`src/rtl/mhd_partition_monitor_if.sv`:
```
// Bus between the MHD monitor and the partition harness.
// Carries control, stimulus, partition outputs and results.
interface mhd_partition_monitor_if #(
    parameter int NUM_PI = 5,
    parameter int NUM_PO = 3,
    parameter int CNT_W  = 16
);
    localparam int MW = $clog2(NUM_PO + 1);

    logic              start;
    logic              mode;
    logic [NUM_PI-1:0] pi;
    logic [NUM_PO-1:0] po_exact;
    logic [NUM_PO-1:0] po_approx;
    logic              busy;
    logic              done;
    logic [CNT_W-1:0]  hd_sum;
    logic [CNT_W-1:0]  err_cnt;
    logic [MW-1:0]     max_hd;
    logic [CNT_W-1:0]  samples;

    modport master (
        output start, mode, po_exact, po_approx,
        input  pi, busy, done, hd_sum, err_cnt, max_hd, samples
    );

    modport slave (
        input  start, mode, po_exact, po_approx,
        output pi, busy, done, hd_sum, err_cnt, max_hd, samples
    );
endinterface

```
`src/rtl/mhd_partition_monitor.sv`:
```
// Hamming-distance error harness for approximate partitions.
// Sweeps exhaustive or LFSR stimulus and accumulates distance.
module mhd_partition_monitor #(
    parameter int          NUM_PI      = 5,
    parameter int          NUM_PO      = 3,
    parameter int          CNT_W       = 16,
    parameter int          NUM_SAMPLES = 1000,
    parameter logic [15:0] LFSR_SEED   = 16'hACE1
) (
    input  logic                    clk,
    input  logic                    rst,
    mhd_partition_monitor_if.slave  bus
);
    localparam int MW = $clog2(NUM_PO + 1);
    localparam int EW = CNT_W + 1;

    localparam logic [1:0] S_IDLE = 2'd0;
    localparam logic [1:0] S_RUN  = 2'd1;
    localparam logic [1:0] S_DONE = 2'd2;

    localparam logic [15:0]       TAPS    = 16'hB400;
    localparam logic [CNT_W-1:0]  CNT_MAX = '1;
    localparam logic [NUM_PI-1:0] PI_LAST = '1;
    localparam logic [CNT_W-1:0]  SMP_END = CNT_W'(NUM_SAMPLES - 1);

    logic [1:0]        r_state;
    logic              r_mode;
    logic [15:0]       r_pat;
    logic [NUM_PI-1:0] r_pi;
    logic [CNT_W-1:0]  r_hd_sum;
    logic [CNT_W-1:0]  r_err_cnt;
    logic [MW-1:0]     r_max_hd;
    logic [CNT_W-1:0]  r_samples;

    logic [NUM_PO-1:0] w_diff;
    logic [MW-1:0]     w_d;
    logic [EW-1:0]     w_hd_ext;
    logic [CNT_W-1:0]  w_hd_nxt;
    logic [CNT_W-1:0]  w_err_nxt;
    logic [CNT_W-1:0]  w_smp_nxt;
    logic [MW-1:0]     w_max_nxt;
    logic              w_last;
    logic              w_go;
    logic [15:0]       w_first;

    // Next pattern: Galois LFSR shift in random mode, +1 otherwise.
    function automatic logic [15:0] f_step(
        input logic        m,
        input logic [15:0] v
    );
        if (m)
            return {1'b0, v[15:1]} ^ (v[0] ? TAPS : 16'h0000);
        else
            return v + 16'd1;
    endfunction

    // Per-pattern distance and saturating next-result values.
    always_comb begin
        w_diff = bus.po_exact ^ bus.po_approx;
        w_d    = '0;
        for (int i = 0; i < NUM_PO; i++)
            w_d = w_d + MW'(w_diff[i]);

        w_hd_ext = {1'b0, r_hd_sum} + EW'(w_d);
        w_hd_nxt = w_hd_ext[CNT_W] ? CNT_MAX : w_hd_ext[CNT_W-1:0];

        w_err_nxt = r_err_cnt;
        if (w_d != '0 && r_err_cnt != CNT_MAX)
            w_err_nxt = r_err_cnt + 1'b1;

        w_smp_nxt = r_samples;
        if (r_samples != CNT_MAX)
            w_smp_nxt = r_samples + 1'b1;

        w_max_nxt = (w_d > r_max_hd) ? w_d : r_max_hd;

        w_last  = r_mode ? (r_samples == SMP_END) : (r_pi == PI_LAST);
        w_go    = bus.start && (r_state != S_RUN);
        w_first = bus.mode ? LFSR_SEED : 16'h0000;
    end

    // Sweep FSM, stimulus generation and result accumulation.
    always_ff @(posedge clk) begin
        if (rst) begin
            r_state   <= S_IDLE;
            r_mode    <= 1'b0;
            r_pat     <= LFSR_SEED;
            r_pi      <= '0;
            r_hd_sum  <= '0;
            r_err_cnt <= '0;
            r_max_hd  <= '0;
            r_samples <= '0;
        end else begin
            case (r_state)
                S_RUN: begin
                    r_hd_sum  <= w_hd_nxt;
                    r_err_cnt <= w_err_nxt;
                    r_max_hd  <= w_max_nxt;
                    r_samples <= w_smp_nxt;
                    if (w_last) begin
                        r_state <= S_DONE;
                    end else begin
                        r_pi  <= r_pat[NUM_PI-1:0];
                        r_pat <= f_step(r_mode, r_pat);
                    end
                end
                S_IDLE, S_DONE: begin
                    if (w_go) begin
                        r_state   <= S_RUN;
                        r_mode    <= bus.mode;
                        r_pi      <= w_first[NUM_PI-1:0];
                        r_pat     <= f_step(bus.mode, w_first);
                        r_hd_sum  <= '0;
                        r_err_cnt <= '0;
                        r_max_hd  <= '0;
                        r_samples <= '0;
                    end
                end
                default: r_state <= S_IDLE;
            endcase
        end
    end

    assign bus.pi      = r_pi;
    assign bus.busy    = (r_state == S_RUN);
    assign bus.done    = (r_state == S_DONE);
    assign bus.hd_sum  = r_hd_sum;
    assign bus.err_cnt = r_err_cnt;
    assign bus.max_hd  = r_max_hd;
    assign bus.samples = r_samples;
endmodule

```
`src/flat_wrapper.sv`:
```
// flat-port wrapper written by rule: the top's interface ports become plain ports
module mhd_partition_monitor_flat 
#(
    parameter int          NUM_PI      = 5,
    parameter int          NUM_PO      = 3,
    parameter int          CNT_W       = 16,
    parameter int          NUM_SAMPLES = 1000,
    parameter logic [15:0] LFSR_SEED   = 16'hACE1
)
  (clk, rst, bus_start, bus_mode, bus_po_exact, bus_po_approx, bus_pi, bus_busy, bus_done, bus_hd_sum, bus_err_cnt, bus_max_hd, bus_samples);
  mhd_partition_monitor_if #(.NUM_PI(NUM_PI), .NUM_PO(NUM_PO), .CNT_W(CNT_W)) bus_i ();
  input  logic clk;
  input  logic rst;
  input wire logic [$bits(bus_i.start)-1:0] bus_start;
  input wire logic [$bits(bus_i.mode)-1:0] bus_mode;
  input wire logic [$bits(bus_i.po_exact)-1:0] bus_po_exact;
  input wire logic [$bits(bus_i.po_approx)-1:0] bus_po_approx;
  output wire logic [$bits(bus_i.pi)-1:0] bus_pi;
  output wire logic [$bits(bus_i.busy)-1:0] bus_busy;
  output wire logic [$bits(bus_i.done)-1:0] bus_done;
  output wire logic [$bits(bus_i.hd_sum)-1:0] bus_hd_sum;
  output wire logic [$bits(bus_i.err_cnt)-1:0] bus_err_cnt;
  output wire logic [$bits(bus_i.max_hd)-1:0] bus_max_hd;
  output wire logic [$bits(bus_i.samples)-1:0] bus_samples;
  assign bus_i.start = bus_start;
  assign bus_i.mode = bus_mode;
  assign bus_i.po_exact = bus_po_exact;
  assign bus_i.po_approx = bus_po_approx;
  assign bus_pi = bus_i.pi;
  assign bus_busy = bus_i.busy;
  assign bus_done = bus_i.done;
  assign bus_hd_sum = bus_i.hd_sum;
  assign bus_err_cnt = bus_i.err_cnt;
  assign bus_max_hd = bus_i.max_hd;
  assign bus_samples = bus_i.samples;
  mhd_partition_monitor #(.NUM_PI(NUM_PI), .NUM_PO(NUM_PO), .CNT_W(CNT_W), .NUM_SAMPLES(NUM_SAMPLES), .LFSR_SEED(LFSR_SEED)) u_core (.clk(clk), .rst(rst), .bus(bus_i));
endmodule
```
`config.mk`:
```
export PLATFORM = sky130hd
export DESIGN_NAME = mhd_partition_monitor_flat
export DESIGN_NICKNAME = d
export VERILOG_FILES = /design/src/rtl/mhd_partition_monitor_if.sv /design/src/rtl/mhd_partition_monitor.sv /design/src/flat_wrapper.sv
export SDC_FILE = /design/constraint.sdc
export NUM_CORES = 1
export LEC_CHECK = 0
export BUFFER_PORTS_ARGS = -buffer_cell sky130_fd_sc_hd__buf_2
export CAP_MARGIN = 20
export CORE_ASPECT_RATIO = 1.75
export CORE_UTILIZATION = 51
export DETAILED_ROUTE_END_ITERATION = 10
export PLACE_DENSITY = 0.76
export RECOVER_POWER = 100
export SYNTH_ARGS = -nofsm -noshare
export SYNTH_HDL_FRONTEND = slang
export SYNTH_SLANG_ARGS = --single-unit
```
`constraint.sdc`:
```
create_clock -name clk -period 2.7 [get_ports clk]
set_input_delay 0.27 -clock clk [delete_from_list [all_inputs] [get_ports clk]]
set_output_delay 0.27 -clock clk [all_outputs]
set_load 0.005 [all_outputs]
```
==> After elaboration in Yosys (flattened, before gate mapping) <==
Cells that the tools add are included.
Widths: inputs -> output; s select.
{ "word_totals": {"output_inout_bits": 57, "inputBits": 10, "ff_bits": 74, "elab_cells": 70} }
{ "op_classes": {"n_reduce_logical": 13, "addsub": 7, "order_cmp": 1, "muxes": 25, "eq_ne": 13, "bitwise": 3} }
{ "op_table": {"columns": ["op", "count"], "rows": [
  ["$mux 16", 11],
  ["$pmux 16 s2", 4],
  ["$add 16x1->16 const B", 4],
  ["$ne 16x16->1 const B", 2],
  ["$xor 15x16->16", 2],
  ["$add 16x2->17", 1],
  ["$eq 16x10->1 const B", 1],
  ["$ne 2x1->1 const B", 6],
  ["$reduce_and 3->1", 4],
  ["$mux 5", 2],
  ["$pmux 5 s2", 1],
  ["$mux 2", 4],
  ["$pmux 2 s2", 2],
  ["$reduce_and 2->1", 3],
  ["$eq 5x5->1 const B", 1],
  ["$reduce_bool 2->1", 2],
  ["$xor 3x3->3", 1],
  ["$add 1x1->2", 1],
  ["$add 2x1->2", 1],
  ["$eq 2x1->1 const B", 1],
  ["$eq 2x2->1 const B", 1],
  ["$gt 2x2->1", 1],
  ["$logic_and 1x1->1", 2],
  ["$logic_not 2->1", 1],
  ["other kinds (3)", 3]
]} }

==> Longest topological paths before layout <==
Gate-level depths: netlist (run 1).
{ "logic_depth": {"word_depth": 7, "depth_mapped": 11, "ltp_nobuf": 10} }

==> Worst setup path before layout (run 1) <==
OpenSTA, ideal clock, no wires.
{ "synth_path": {"kind": "input port to flip-flop", "from": "input bus_po_exact[0]", "to": "register u_core.r_hd_sum[2], in the netlist u_core.bus.hd_sum[2]", "slack_ps": 51, "arrival_ps": 2516, "required_ps": 2568, "n_path_buf": 1, "cell_stages": 11, "setup_time_ps": 132, "cell_sequence": "xnor2_1 fa_1 inv_1 ha_1 fa_1 and3_1 nand3_1 nor3_1 buf_2 o21ai_0 a21oi_1"} }
{ "synth_via": {"elab_chain_len": 6} }
{ "synth_rtl": {"columns": ["item", "line", "rtl"], "rows": [
  ["from (decl)", "flat_wrapper.sv:16", "input wire logic [$bits(bus_i.po_exact)-1:0] bus_po_exact;"],
  ["$xor 3x3->3", "mhd_partition_monitor.sv:59", "w_diff = bus.po_exact ^ bus.po_approx;"],
  ["$add 1x1->2", "mhd_partition_monitor.sv:62", "w_d = w_d + MW'(w_diff[i]);"],
  ["$add 2x1->2", "mhd_partition_monitor.sv:62", null],
  ["$add 16x2->17", "mhd_partition_monitor.sv:64", "w_hd_ext = {1'b0, r_hd_sum} + EW'(w_d);"],
  ["$mux 16", "mhd_partition_monitor.sv:65", "w_hd_nxt = w_hd_ext[CNT_W] ? CNT_MAX : w_hd_ext[CNT_W-1:0];"],
  ["$pmux 16 s2", "mhd_partition_monitor.sv:94", "case (r_state)"],
  ["to (signal assigned)", "mhd_partition_monitor.sv:96", "r_hd_sum <= w_hd_nxt;"],
  ["to (decl)", "mhd_partition_monitor.sv:30", "logic [CNT_W-1:0] r_hd_sum;"]
]} }
No other way between the ends.
A chain may end at the register's enable or synchronous reset.

==> Worst setup path after layout (run 1) <==
{ "layout_path": {"from": "register u_core.r_samples[0], in the netlist u_core.bus.samples[0]", "to": "register u_core.r_pat[14]"} }
{ "layout_via": {"elab_chain_len": 4} }
{ "layout_rtl": {"columns": ["item", "line", "rtl"], "rows": [
  ["from (decl)", "mhd_partition_monitor.sv:33", "logic [CNT_W-1:0] r_samples;"],
  ["from (signal assigned)", "mhd_partition_monitor.sv:99", "r_samples <= w_smp_nxt;"],
  ["$eq 16x10->1", "mhd_partition_monitor.sv:77", "w_last = r_mode ? (r_samples == SMP_END) : (r_pi == PI_LAST);"],
  ["$mux 1", "mhd_partition_monitor.sv:77", null],
  ["$ne 2x2->1 (no line)", null, null],
  ["$reduce_and 3->1 (no line)", null, null],
  ["to (signal assigned)", "mhd_partition_monitor.sv:104", "r_pat <= f_step(r_mode, r_pat);"],
  ["to (signal assigned)", "mhd_partition_monitor.sv:112", "r_pat <= f_step(bus.mode, w_first);"],
  ["to (decl)", "mhd_partition_monitor.sv:28", "logic [15:0] r_pat;"]
]} }
No other way between the ends.

==> out/metrics.cfg, run 1 <==
[floorplan]
start_util=0.534
dieArea_um2=8410
rows=42
die_h_um=121
io_pins=67
coreArea_um2=7670
die_w_um=69.8

[worst_setup_path]
start_kind=flip-flop
r2r_cells=6
crit_fanout=11
worstSetupPathType=flip-flop to flip-flop
r2r_slack_ps=210
cp_data_required_time_ps=2910
r2r-end=u_core.r_pat[14]
worst_setup_path_end_kind=flip-flop
reg2reg_from=u_core.bus.samples[0]
worstPathArrival_ps=2700

[run_status]
status=finished clean

[synth]
synth_cell_types=61
synth.top_cell.area_share=0.361
synth.area.top_cells=dfxtp_1, xor2_1, a21oi_1
postSynthRegisterBits=74
synth_top_cell_by_area=dfxtp_1
syn_area_per_cell_um2=8.05
synth_edf_count=0
synth-async-reset-ratio=0
syn_area_um2=4100
yosys_warnings=0
ys_seq_area_frac=0.361
synthCells=509
synth_nets=528
synth-main-ff-cell=dfxtp_1

[sta]
rsz0062_at_grt=no
fmax_mhz=401
tightest_slew_ps=1040
relSlewSlack=0.301
period_share=0.924
skew_ps=4.96
drv_slew=0
finalCriticalPeriod_ps=2490
hold_viol=0
setup_viol=0

[global_routing]
grt_pass1_wl_um=18000
antenna_found_initial=0
grt_max_degree=30
grt_pass1_vias=3911
grt-ovfl-total=0
grt_use_total=0.264

[placed_design]
dp_hpwl_um=7800
io_buffers=66
gp_congestion=0.926
place_inst=652

[layout]
nets=594
n_antenna_cell=0
utilization=0.625
multiInputGateArea_um2=2410
fillers=697
area_growth_pct=17.1
drive_gt1_frac=0.133
instances_no_fill=668
layout.area.seq_um2=1480

[clock_tree]
postCtsHoldBufs=0
root_buffer=clkbuf_16
cts_sinks=74
clock_latency_ps=340
clockBufferDepth=2
clk_pin_slew_ps=60
cts_buffers=9
cts_tree=yes
htreeDepth=3

[hold_path]
hp-class=input pin to flip-flop
whs_endpoint=u_core.r_mode
hold_depth=3
min_from=bus_start

[routing]
routed_wirelength_um=11100
post_drt_wl_per_cell_um=16.6
drc=0
vias=4141
drt-initial-drc-count=458
ant_nets=0
first_pass_iters=5
avgViaCountPerCell=6.20

[power]
p_total_mw=2.78
p_leak_nw=1.82
power_density_nw_per_um2=580
ir_worst_vdd_mv=0.381

[run]
cap_violations=0

-- critical path, cell delays in order, from the launching register on --
cell,delay (ps)
dfxtp_1,400
ha_1,260
nor4bb_1,280
nand4_1,240
a21oi_1,780
clkbuf_1,280
a221oi_1,130
-- layer usage --
layer  vias up  part of all wire  global-route usage
met1      1960              0.40               0.299
met4         0             0.026               0.103
met2       154              0.52               0.475
met3        26             0.054              0.0583
met5         -                 0                   0
li1       2001                 -                   -
-- area by class of cell --
| type | instances | area share |
|---|---|---|
| Tap cell | 88 | 0.0229 |
| Sequential cell | 74 | 0.309 |
| Multi-Input combinational cell | 388 | 0.503 |
| Timing Repair Buffer | 87 | 0.0884 |
| Inverter | 15 | 0.0117 |
| Clock buffer | 14 | 0.0529 |
| Clock inverter | 2 | 0.0125 |
-- report_power, final --
part           total [mW]  internal, mW  leakage, nW  switching [mW]
sequential           1.18          1.13        0.601          0.0481
clock                1.28         0.836        0.151           0.443
combinational       0.327         0.124         1.07           0.203
-- cell usage after synthesis (all sizes together), types with 3 or more instances --
library cell  number
dfxtp             74
nor2              45
a21oi             39
nand3             35
o21ai             35
nand2             34
xor2              23
nor3              19
clkbuf            17
buf               15
inv               15
nand4             14
o211ai            11
xnor2              9
a211oi             8
and3               8
nand2b             8
nor2b              8
o2111ai            8
ha                 7
a31oi              6
and2               6
and4               6
nor4               5
o31ai              5
or4                4
a311oi             3
nor3b              3
o31a               3
or3                3
-- worst max-delay path by stage --
stage                                      from               endpoint  slack, ps
after detailed placement       bus_po_approx[0]  u_core.bus.hd_sum[15]       -460
after CTS                      bus_po_approx[0]  u_core.bus.hd_sum[15]        110
after global routing           bus_po_approx[2]   u_core.bus.hd_sum[3]         20
after global placement         bus_po_approx[2]  u_core.bus.hd_sum[13]       -590
after floorplan                 bus_po_exact[0]   u_core.bus.hd_sum[2]         50
final                     u_core.bus.samples[0]       u_core.r_pat[14]        210
-- through the flow --
| stage | hold WS (ps) | setup slack, ps | setup TNS [ps] | instance area, um^2 |
|---|---|---|---|---|
| floorplan | 418 | 51.5 | 0 | 4100 |
| global placement | 470 | -586 | -7650 | 4550 |
| detailed placement | 474 | -456 | -4340 | 4550 |
| CTS | 223 | 115 | 0 | 4870 |
| global route | 265 | 15.2 | 0 | 4800 |
| finish | 220 | 206 | 0 | 4800 |
-- cells by family (layout without fill, tap and decap cells) --
group | after synthesis | after routing | share of synthesized area
and+or+nand+nor | 205 | 205 | 0.262
AOI/OAI and AO/OA | 140 | 140 | 0.223
DFF | 74 | 74 | 0.361
buffers and inverters | 47 | 118 | 0.0482
xor gates and xnor gates | 32 | 32 | 0.0684
adders and majority gates | 9 | 9 | 0.0311
muxes | 2 | 2 | 0.00549
-- layout by cell type (no fill, tap or decap), types with 3 or more instances in the layout --
| master | synthesis | routed |
|---|---|---|
| nor4_1 | 5 | 5 |
| clkbuf_1 | 17 | 33 |
| buf_4 | 0 | 10 |
| o31a_1 | 3 | 3 |
| o2111ai_1 | 8 | 8 |
| nor3b_1 | 3 | 3 |
| inv_1 | 15 | 15 |
| nand2b_1 | 8 | 8 |
| o31ai_1 | 5 | 5 |
| xor2_1 | 23 | 23 |
| and4_1 | 6 | 6 |
| buf_2 | 11 | 46 |
| and2_1 | 6 | 5 |
| a21oi_1 | 38 | 39 |
| nand3_1 | 35 | 35 |
| o211ai_1 | 11 | 11 |
| nor3_1 | 18 | 17 |
| a311oi_1 | 3 | 3 |
| nand2_1 | 34 | 34 |
| and3_1 | 8 | 8 |
| nor2_1 | 45 | 45 |
| nand4_1 | 13 | 13 |
| or4_1 | 4 | 4 |
| a31oi_1 | 6 | 6 |
| ha_1 | 7 | 7 |
| a211oi_1 | 5 | 8 |
| clkbuf_16 | 0 | 9 |
| xnor2_1 | 9 | 9 |
| nor2b_1 | 8 | 8 |
| dfxtp_1 | 74 | 74 |
| o21ai_0 | 34 | 35 |
-- registers in the layout, indices dropped and copies added, names as in the netlist --
signal	cells
u_core.bus.samples	16
u_core.r_mode	1
u_core.r_state	2
u_core.bus.pi	5
u_core.bus.max_hd	2
u_core.bus.err_cnt	16
u_core.r_pat	16
u_core.bus.hd_sum	16
-- what timing repair did --
| action | CTS | global route |
|---|---|---|
| pin swaps | 0 | 1 |
| gates resized for setup | 1 | 1 |
| setup endpoints to repair | 7 | 7 |
| setup buffers | 0 | 0 |
Note: power is estimated with default switching activity, not from simulation.
==> run 2, diff against run 1 <==
--- a/config.mk
+++ b/config.mk
@@ -7,10 +7,12 @@
 export LEC_CHECK = 0
 export BUFFER_PORTS_ARGS = -buffer_cell sky130_fd_sc_hd__buf_2
 export CAP_MARGIN = 20
+export CELL_PAD_IN_SITES_DETAIL_PLACEMENT = 1
+export CELL_PAD_IN_SITES_GLOBAL_PLACEMENT = 1
 export CORE_ASPECT_RATIO = 1.75
-export CORE_UTILIZATION = 51
+export CORE_UTILIZATION = 38
 export DETAILED_ROUTE_END_ITERATION = 10
-export PLACE_DENSITY = 0.76
+export PLACE_DENSITY_LB_ADDON = 0.1
 export RECOVER_POWER = 100
 export SYNTH_ARGS = -nofsm -noshare
 export SYNTH_HDL_FRONTEND = slang
==> run 2 against run 1 <==
Against the previous run:
- cell count up 6.1%
- via count is 1.6% higher
- combinational power rose by 6.1%
- hold slack better by 8.1 ps
- first-iteration DRC count decreased by 60%
- count of clock-buffer cells in the layout decreased by 4
- die area is 33% higher
- utilization down 16 points
- total power rose by 1.9%
==> out/metrics.cfg, run 2 (synthesis results as in run 1) <==
[run_status]
status=finished clean

[clock_tree]
cts_buffers=9
clk_pin_slew_ps=60
cts_sinks=74
clock_latency_ps=340
htreeDepth=3
postCtsHoldBufs=0
cts_tree=yes
clockBufferDepth=2
cts_setup_buffers=0
cts_resized=0
root_buffer=clkbuf_16

[global_routing]
grt-ovfl-total=0
grt_max_degree=39
grt_pass1_wl_um=21900
grt_pass1_vias=4348
grt_use_total=0.251
antenna_found_initial=0

[sta]
fin_tns_setup_ps=0
tightest_slew_ps=1020
skew_ps=8.86
setup_viol=0
hold_viol=0
rsz0062_at_grt=no
relSlewSlack=0.315
fmax_mhz=409
period_share=0.905
drv_slew=0
finalCriticalPeriod_ps=2440

[floorplan]
dieArea_um2=11200
io_pins=67
start_util=0.396
rows=49
coreArea_um2=10400
die_h_um=139
die_w_um=80.5

[worst_setup_path]
worstSetupPathType=input pin to flip-flop
r2r_cells=7
start_kind=input pin
cp_data_required_time_ps=2910
worstPathArrival_ps=2650
crit_fanout=8
r2r-end=u_core.r_pat[3]
startpoint=bus_po_approx[0]
worst_setup_path_end_kind=flip-flop
r2r_slack_ps=270
reg2reg_from=u_core.bus.samples[0]
worstSetupEndpoint=u_core.bus.hd_sum[3]

[layout]
layout.area.seq_um2=1480
nets=597
area_growth_pct=18.7
drive_gt1_frac=0.132
fillers=1307
multiInputGateArea_um2=2410
layout_commonest_cell=dfxtp_1
utilization=0.470
layout_common_cells=dfxtp_1, nor2_1, a21oi_1, buf_2
n_antenna_cell=0
instances_no_fill=709

[routing]
routed_wirelength_um=13200
vias=4208
first_pass_iters=4
drt-initial-drc-count=183
avgViaCountPerCell=5.94
ant_nets=0
post_drt_wl_per_cell_um=18.6
drc=0

[power]
p_leak_nw=1.80
ir_worst_vdd_mv=0.457
p_total_mw=2.83
power_density_nw_per_um2=583

[placed_design]
gp_congestion=0.780
place_inst=693
dp_hpwl_um=9620
io_buffers=66

[hold_path]
hp-class=input pin to flip-flop

[run]
cap_violations=0

[run 2: changes by cell type in the layout (fill, tap and decap cells not counted), sizes merged]
cell | previous run | this run
clkbuf | 45 | 47
clkinv | 0 | 3
buf | 56 | 53
[run 2: worst max-delay path, stage by stage]
cell,delay [ps]
buf_2,100
xnor2_1,140
fa_1,600
inv_1,80
ha_1,210
fa_1,390
and3_1,210
nand3_1,110
nor3_1,80
buf_4,170
o21ai_0,190
a21oi_1,90
[run 2: worst min-delay path by stage]
stage,startpoint,endpoint,slack (ps),depth (start not counted)
detailed placement,u_core.bus.pi[1],u_core.bus.pi[1],490,2
CTS,bus_start,u_core.r_mode,230,3
floorplan,bus_start,u_core.r_mode,420,2
global placement,u_core.bus.pi[1],u_core.bus.pi[1],470,2
finish,bus_start,u_core.r_mode,230,3
global route,bus_start,u_core.r_state[1],260,3
[run 2: through the flow]
| step | hold WS (ps) | cell area [um^2] | setup WS [ps] |
|---|---|---|---|
| 2_1_floorplan | 418 | 4100 | 51.5 |
| 3_3_place_gp | 466 | 4620 | 36.7 |
| 3_5_place_dp | 486 | 4620 | -108 |
| 4_1_cts | 225 | 4940 | 251 |
| 5_1_grt | 260 | 4860 | 21.6 |
| 6_report | 228 | 4860 | 258 |
[run 2: cell type report]
| type | count | area share |
|---|---|---|
| clock buffers | 10 | 0.0491 |
| clock inverters | 5 | 0.0162 |
| repair buffers | 90 | 0.0905 |
| inverters | 15 | 0.0116 |
| multi-input cells | 388 | 0.495 |
| flip-flops and latches | 74 | 0.305 |
| well taps | 127 | 0.0327 |
[run 2: metal layers]
layer,GRT usage,up-vias,wire (um)
met5,0,-,0
met4,0.107,0,374
met3,0.0439,25,477
met2,0.461,77,7030
met1,0.270,2102,5300
li1,-,2004,-
[run 2: report_power, final]
group | switching (mW) | internal (mW)
Sequential | 0.0495 | 1.13
Combinational | 0.218 | 0.130
Clock | 0.483 | 0.828
